File: src/rtl/cdc_req_ack_tx.sv
// cdc_req_ack_tx: source-domain half of a 4-phase req/ack handshake that
// carries one DATA_W word across a clock-domain boundary.
//
// Ports (all in the wr_clk domain except xfer_ack):
//   wr_clk       source clock (the only clock)
//   wr_reset     synchronous active-high reset
//   wr_data      word to transfer
//   wr_valid     wr_data is valid
//   wr_ready     block can accept a word this cycle (decoded from registers)
//   xfer_req     registered request level to the destination domain
//   xfer_data    registered word, stable while xfer_req is high
//   xfer_ack     asynchronous acknowledge from the destination domain
//   done         one-cycle pulse when the synchronized ack is observed
//   busy         high while a handshake is in flight
//   err_timeout  sticky flag: a handshake phase lasted TIMEOUT_CYC cycles
//   xfer_count   completed transfers, wraps
//
// SYNC_STAGES must be at least 2. TIMEOUT_CYC = 0 disables the timeout check.
module cdc_req_ack_tx #(
  parameter int unsigned DATA_W      = 8,
  parameter int unsigned SYNC_STAGES = 2,
  parameter int unsigned TIMEOUT_CYC = 1024,
  parameter int unsigned COUNT_W     = 16
) (
  input  logic               wr_clk,
  input  logic               wr_reset,
  input  logic [DATA_W-1:0]  wr_data,
  input  logic               wr_valid,
  output logic               wr_ready,
  output logic               xfer_req,
  output logic [DATA_W-1:0]  xfer_data,
  input  logic               xfer_ack,
  output logic               done,
  output logic               busy,
  output logic               err_timeout,
  output logic [COUNT_W-1:0] xfer_count
);

  localparam int unsigned TMO_W  = (TIMEOUT_CYC < 2) ? 1 : $clog2(TIMEOUT_CYC + 1);
  localparam bit          TMO_EN = (TIMEOUT_CYC != 0);

  typedef enum logic [1:0] {
    ST_IDLE = 2'd0,
    ST_REQ  = 2'd1,
    ST_DROP = 2'd2
  } state_t;

  state_t               r_state;
  logic                 r_req;
  logic [DATA_W-1:0]    r_data;
  logic                 r_done;
  logic [COUNT_W-1:0]   r_count;
  logic [SYNC_STAGES-1:0] r_ack_sync;
  logic [TMO_W-1:0]     r_tmo_cnt;
  logic                 r_err;

  logic                 w_ack_s;
  logic                 w_ready;
  logic                 w_state_chg;

  // Ack synchronizer; resets to 1s so nothing is accepted until a clean
  // low level from the destination has propagated through every stage.
  always_ff @(posedge wr_clk) begin
    if (wr_reset) begin
      r_ack_sync <= '1;
    end else begin
      r_ack_sync <= {r_ack_sync[SYNC_STAGES-2:0], xfer_ack};
    end
  end

  assign w_ack_s = r_ack_sync[SYNC_STAGES-1];

  // Ready is a pure register decode; it never looks at wr_valid.
  assign w_ready = (r_state == ST_IDLE) && !w_ack_s;

  // Mirrors the FSM transition conditions so the phase timer can restart.
  always_comb begin
    w_state_chg = 1'b0;
    case (r_state)
      ST_IDLE: w_state_chg = wr_valid && w_ready;
      ST_REQ:  w_state_chg = w_ack_s;
      ST_DROP: w_state_chg = !w_ack_s;
      default: w_state_chg = 1'b1;
    endcase
  end

  // Handshake FSM: IDLE -> REQ (raise req) -> DROP (wait ack low) -> IDLE.
  always_ff @(posedge wr_clk) begin
    if (wr_reset) begin
      r_state <= ST_IDLE;
      r_req   <= 1'b0;
      r_data  <= '0;
      r_done  <= 1'b0;
      r_count <= '0;
    end else begin
      r_done <= 1'b0;
      case (r_state)
        ST_IDLE: begin
          if (wr_valid && w_ready) begin
            r_data  <= wr_data;
            r_req   <= 1'b1;
            r_state <= ST_REQ;
          end
        end
        ST_REQ: begin
          // A low ack_s here is simply waited out, so an early glitch low is ignored.
          if (w_ack_s) begin
            r_req   <= 1'b0;
            r_done  <= 1'b1;
            r_count <= r_count + COUNT_W'(1);
            r_state <= ST_DROP;
          end
        end
        ST_DROP: begin
          if (!w_ack_s) begin
            r_state <= ST_IDLE;
          end
        end
        default: begin
          r_req   <= 1'b0;
          r_state <= ST_IDLE;
        end
      endcase
    end
  end

  // Phase timer: counts cycles spent in REQ/DROP, restarts on every state
  // change, saturates at TIMEOUT_CYC. The handshake is never aborted.
  always_ff @(posedge wr_clk) begin
    if (wr_reset) begin
      r_tmo_cnt <= '0;
      r_err     <= 1'b0;
    end else begin
      if (w_state_chg || (r_state == ST_IDLE)) begin
        r_tmo_cnt <= '0;
      end else if (r_tmo_cnt != TMO_W'(TIMEOUT_CYC)) begin
        r_tmo_cnt <= r_tmo_cnt + TMO_W'(1);
      end
      if (TMO_EN && !w_state_chg && (r_state != ST_IDLE) &&
          (r_tmo_cnt == TMO_W'(TIMEOUT_CYC - 1))) begin
        r_err <= 1'b1;
      end
    end
  end

  assign wr_ready    = w_ready;
  assign xfer_req    = r_req;
  assign xfer_data   = r_data;
  assign done        = r_done;
  assign busy        = (r_state != ST_IDLE);
  assign err_timeout = r_err;
  assign xfer_count  = r_count;

endmodule
File: config.mk
export PLATFORM = sky130hd
export DESIGN_NAME = cdc_req_ack_tx
export DESIGN_NICKNAME = d
export VERILOG_FILES = /design/src/rtl/cdc_req_ack_tx.sv
export SDC_FILE = /design/constraint.sdc
export NUM_CORES = 1
export LEC_CHECK = 0
export BUFFER_PORTS_ARGS = -buffer_cell sky130_fd_sc_hd__buf_2
export CELL_PAD_IN_SITES_DETAIL_PLACEMENT = 0
export CELL_PAD_IN_SITES_GLOBAL_PLACEMENT = 1
export CORE_MARGIN = 2
export CORE_UTILIZATION = 39
export DETAILED_ROUTE_END_ITERATION = 8
export GPL_TIMING_DRIVEN = 0
export PLACE_DENSITY_LB_ADDON = 0.1
export SLEW_MARGIN = 20
export SYNTH_ARGS = -nofsm -noshare
export SYNTH_HDL_FRONTEND = slang
export SYNTH_SLANG_ARGS = --single-unit
File: constraint.sdc
create_clock -name wr_clk -period 2.4 [get_ports wr_clk]
set_input_delay 0.6 -clock wr_clk [delete_from_list [all_inputs] [get_ports wr_clk]]
set_output_delay 0.6 -clock wr_clk [all_outputs]
set_load 0.01 [all_outputs]
[Yosys cells after proc, flatten, opt, wreduce, memory -nomap -nowiden]
Cells that the tools add are included.
Cells by class
  bitwise gates (word level): 2
  eq/ne operators: 7
  multiplexer cells: 9
  reduce and logical (&&, ||, !) cells: 15
  $add $sub $neg: 2
Operators by type and width (count)
  $add A16 B1 Y16 const B: 1
  $add A11 B1 Y11 const B: 1
  $eq A11 B10 Y1 const B: 1
  $ne A11 B11 Y1 const B: 1
  $mux W2: 3
  $pmux W1 S3: 2
  $pmux W2 S3: 1
  $reduce_and A3 Y1: 2
  $logic_and A1 B1 Y1: 4
  $ne A2 B2 Y1 const B: 2
  $reduce_and A2 Y1: 2
  $reduce_or A2 Y1: 2
  $mux W1: 3
  $eq A2 B1 Y1 const B: 1
  $eq A2 B2 Y1 const B: 1
  $logic_not A1 Y1: 2
  $logic_not A2 Y1: 1
  $ne A2 B1 Y1 const B: 1
  $not A1 Y1: 2
  $reduce_bool A2 Y1: 1
  $logic_or A1 B1 Y1: 1
Word-level totals
  register bits after elaboration: 42
  output and inout bits: 29
  logic and storage cells: 43
  bits of input ports: 12

[Depth between registers and ports, before layout]
  depth in word-level cells: 7
  gate-level depth with buffers: 6

[Worst setup path after synthesis]
No wires, ideal clock.
  path type: register to register
  from: register r_count[5], in the netlist xfer_count[5]
  to: register r_count[15], in the netlist xfer_count[15]
  arrival: 1619 ps
  cell stages (with the launch flop): 5
  period minus slack after synthesis: 1690 ps
  path slack: 710 ps
  setup time: 70 ps
  cells stage by stage: dfxtp_1 nand4_2 or4_4 or3_1 a21oi_1
Between the ends
  longest elaborated chain between the ends: 1
Ends and longest elaborated chain
  start, declared: line 52  | logic [COUNT_W-1:0] r_count;
  start signal, assigned: line 110  | r_count <= r_count + COUNT_W'(1);
  $add A16 B1 Y16: line 110
Every way passes these cells.
A chain may end at the register's enable or synchronous reset.

[Final worst setup path]
  from: register r_state[0]
  to: output port wr_ready
Between the ends
  longest elaborated chain between the ends: 2
Ends and longest elaborated chain
  start, declared: line 48  | state_t r_state;
  start signal, assigned: line 90  | r_state <= ST_IDLE;
  start signal, assigned: line 102  | r_state <= ST_REQ;
  start signal, assigned: line 111  | r_state <= ST_DROP;
  $logic_not A2 Y1: line 74  | assign w_ready = (r_state == ST_IDLE) && !w_ack_s;
  $logic_and A1 B1 Y1: line 74
  end, declared: line 29  | output logic wr_ready,
Every way passes these cells.

==> impl_metrics.toml <==
[routing]
ant_nets = 0
dr.max_layer_used = "met4"
routedWlPerCell_um = 11.5
firstDrtPassIters = 4
viasPerCell = 4.81
drtIter0Drc = 31
num_vias = 1466
met1Wirelength_um = 1730
met2WireLength_um = 1580
met3_length_um = 131
drc_errors = 0
routed_wl_um = 3500

[grt]
grtUsageTotal_pct = 14.6
grt_max_degree = 15
grt_pass1_vias = 1308
grt_pass1_wl_um = 5930
grt-ovfl-total = 0
grt_antenna_before_repair = 0

[synthesis]
ys_types = 33
synth-main-ff-cell = "dfxtp_1"
synthesis.area_um2 = 1760
synth.area.top_cells = "dfxtp_1, xnor2_1, nand2_1"
synth_top_cells_by_count = "dfxtp_1, nand2_1, nor2_1, a21oi_1, xnor2_1"
synth_edf_count = 0
postSynthCellCount = 205
ys_seq_area_share_pct = 47.7
syn_area_per_cell_um2 = 8.59
yosysMostFrequentCell = "dfxtp_1"
yosysTopAreaCell = "dfxtp_1"
synth.top_cell.area_share_pct = 47.7
ys_ff_latch = 42
async_flop_share_pct = 0
synth_nets = 220
ys_warn_count = 0

[clocking]
cts_made_buffers = 5
cts.clk_slew.worst_paths_ns = 0.08
cts_tree = "yes"
root_buffer = "clkbuf_8"
cts.sinks = 42
clockBufferDepth = 2
cts_resized = 0
cts_hold_buf = 0
cts_setup_buffers = 0
cts-htree-levels = 2
clk_latency_ns = 0.30

[run_status]
status = "completed"

[critical_path]
critPathKind = "reg2out"
crit_fanout = 9
end_kind = "primary output"
worstSetupStartpointType = "flip-flop"
arrival_ns = 1.33
rr_worst_depth = 5
critPathRequiredTime_ns = 1.80

[timing]
setup_violations = 0
finalCriticalPeriod_ns = 1.93
worst_slack_ns = 0.470
max_freq_mhz = 518
slew_viol_final = 0
clock_skew_ns = 0.00935
period_share_pct = 80.4
whs_ns = 0.417
slew_headroom_pct = 62.2
hold_viol = 0
worst_pin_slew_ns = 0.561
grt_setup_unrepaired = "false"
tns_ns = 0

[floorplan]
initial_core_util_pct = 40.5
pin_count = 41
row_count = 24
die_h_um = 71.2
die-area_um2 = 5070
die_w_um = 71.2
core_um2 = 4350

[min_path]
hold_path.class = "reg2reg"
min_path_cells = 1

[place]
place_area_um2 = 2030
dpl.hpwl_um = 2500
finalWeightedCongestion = 0.749
pre_cts_ws_ns = 0.612
post-place-cells = 297
portBuffers = 40

[power_and_ir_drop]
ir_worst_vdd_mv = 0.306
p_leak_nw = 0.836
cellPowerDensity_nw_per_um2 = 657

[final_layout]
stdcell_count = 305
fin_nets = 267
n_antenna_cell = 0
drive_gt1_share_pct = 22.5
syn2layout_area_growth_pct = 22.9
fin_area_um2 = 2160

[run]
drv_cap = 0
==> sequential cells by signal (all words and copies together) (netlist names) <==
| name | flops |
|---|---|
| r_state | 2 |
| err_timeout | 1 |
| xfer_data | 8 |
| r_tmo_cnt | 11 |
| r_ack_sync | 2 |
| xfer_req | 1 |
| xfer_count | 16 |
| done | 1 |
==> where the power goes <==
group / leakage [nW] / internal [mW] / switching [mW]
combinational: 0.429 / 0.0197 / 0.0265
sequential: 0.339 / 0.703 / 0.00509
clock: 0.0683 / 0.417 / 0.252
==> area by class of cell <==
class,instances,area [um2]
Fill cell,451,2190
Multi-Input combinational cell,149,866
Sequential cell,42,841
Timing Repair Buffer,40,200
Clock buffer,5,68.8
Clock inverter,3,68.8
Tap cell,52,65.1
Buffer,7,28.8
Inverter,7,26.3
==> per-layer routing <==
layer	GRT usage [%]	vias up
met4	5.03	0
met2	23.6	25
met1	18.6	648
li1	-	788
met3	4.22	5
met5	0	-
==> worst max-delay path: stages, from the launching register on <==
cell     delay, ns
dfxtp_1       0.30
buf_2         0.17
nor3_1        0.37
buf_2         0.21
==> placed cells by master, fill, tap and decap left out, types with 3 or more instances in the layout <==
| cell | count |
|---|---|
| ha_1 | 3 |
| xor2_1 | 6 |
| nand2_1 | 29 |
| nor4_1 | 5 |
| clkbuf_8 | 5 |
| buf_2 | 42 |
| inv_1 | 7 |
| or3_1 | 5 |
| nor2_1 | 24 |
| nand2b_1 | 3 |
| nor3_1 | 7 |
| a21oi_1 | 17 |
| xnor2_1 | 13 |
| o21ai_0 | 7 |
| nand4_1 | 3 |
| or2_2 | 3 |
| dfxtp_1 | 42 |
| nand3_1 | 7 |
| clkbuf_1 | 5 |
==> kinds of logic (layout without fill, tap and decap cells) <==
| family | Yosys count | count (layout) | synth area share [%] |
|---|---|---|---|
| multiplexers | 1 | 1 | 0.568 |
| AO/OA/AOI/OAI | 27 | 27 | 8.10 |
| adder cells (fa/ha/maj) | 3 | 3 | 2.13 |
| flip-flops | 42 | 42 | 47.7 |
| XOR/XNOR | 19 | 19 | 9.45 |
| buffers and inverters | 14 | 62 | 3.13 |
| AND/OR/NAND/NOR | 99 | 99 | 28.9 |
==> stage by stage <==
| stage | utilization (%) | power [mW] |
|---|---|---|
| after floorplan | - | 0.748 |
| after global placement | 46.6 | 0.771 |
| after detailed placement | 46.6 | 0.771 |
| after CTS | 49.7 | 1.44 |
| after global routing | 49.7 | 1.48 |
| final | 49.7 | 1.42 |
==> worst paths after layout <==
path                            endpoint                        from  slack (ns)
max reg2reg  xfer_count[12]$_SDFFE_PP0P_  xfer_count[0]$_SDFFE_PP0P_        0.59
max                             wr_ready     r_state[0]$_SDFFE_PP0P_        0.47
min             r_ack_sync[1]$_SDFF_PP1_    r_ack_sync[0]$_SDFF_PP1_        0.42
min reg2reg     r_ack_sync[1]$_SDFF_PP1_    r_ack_sync[0]$_SDFF_PP1_        0.42
Note: power is estimated with default switching activity, not from simulation.
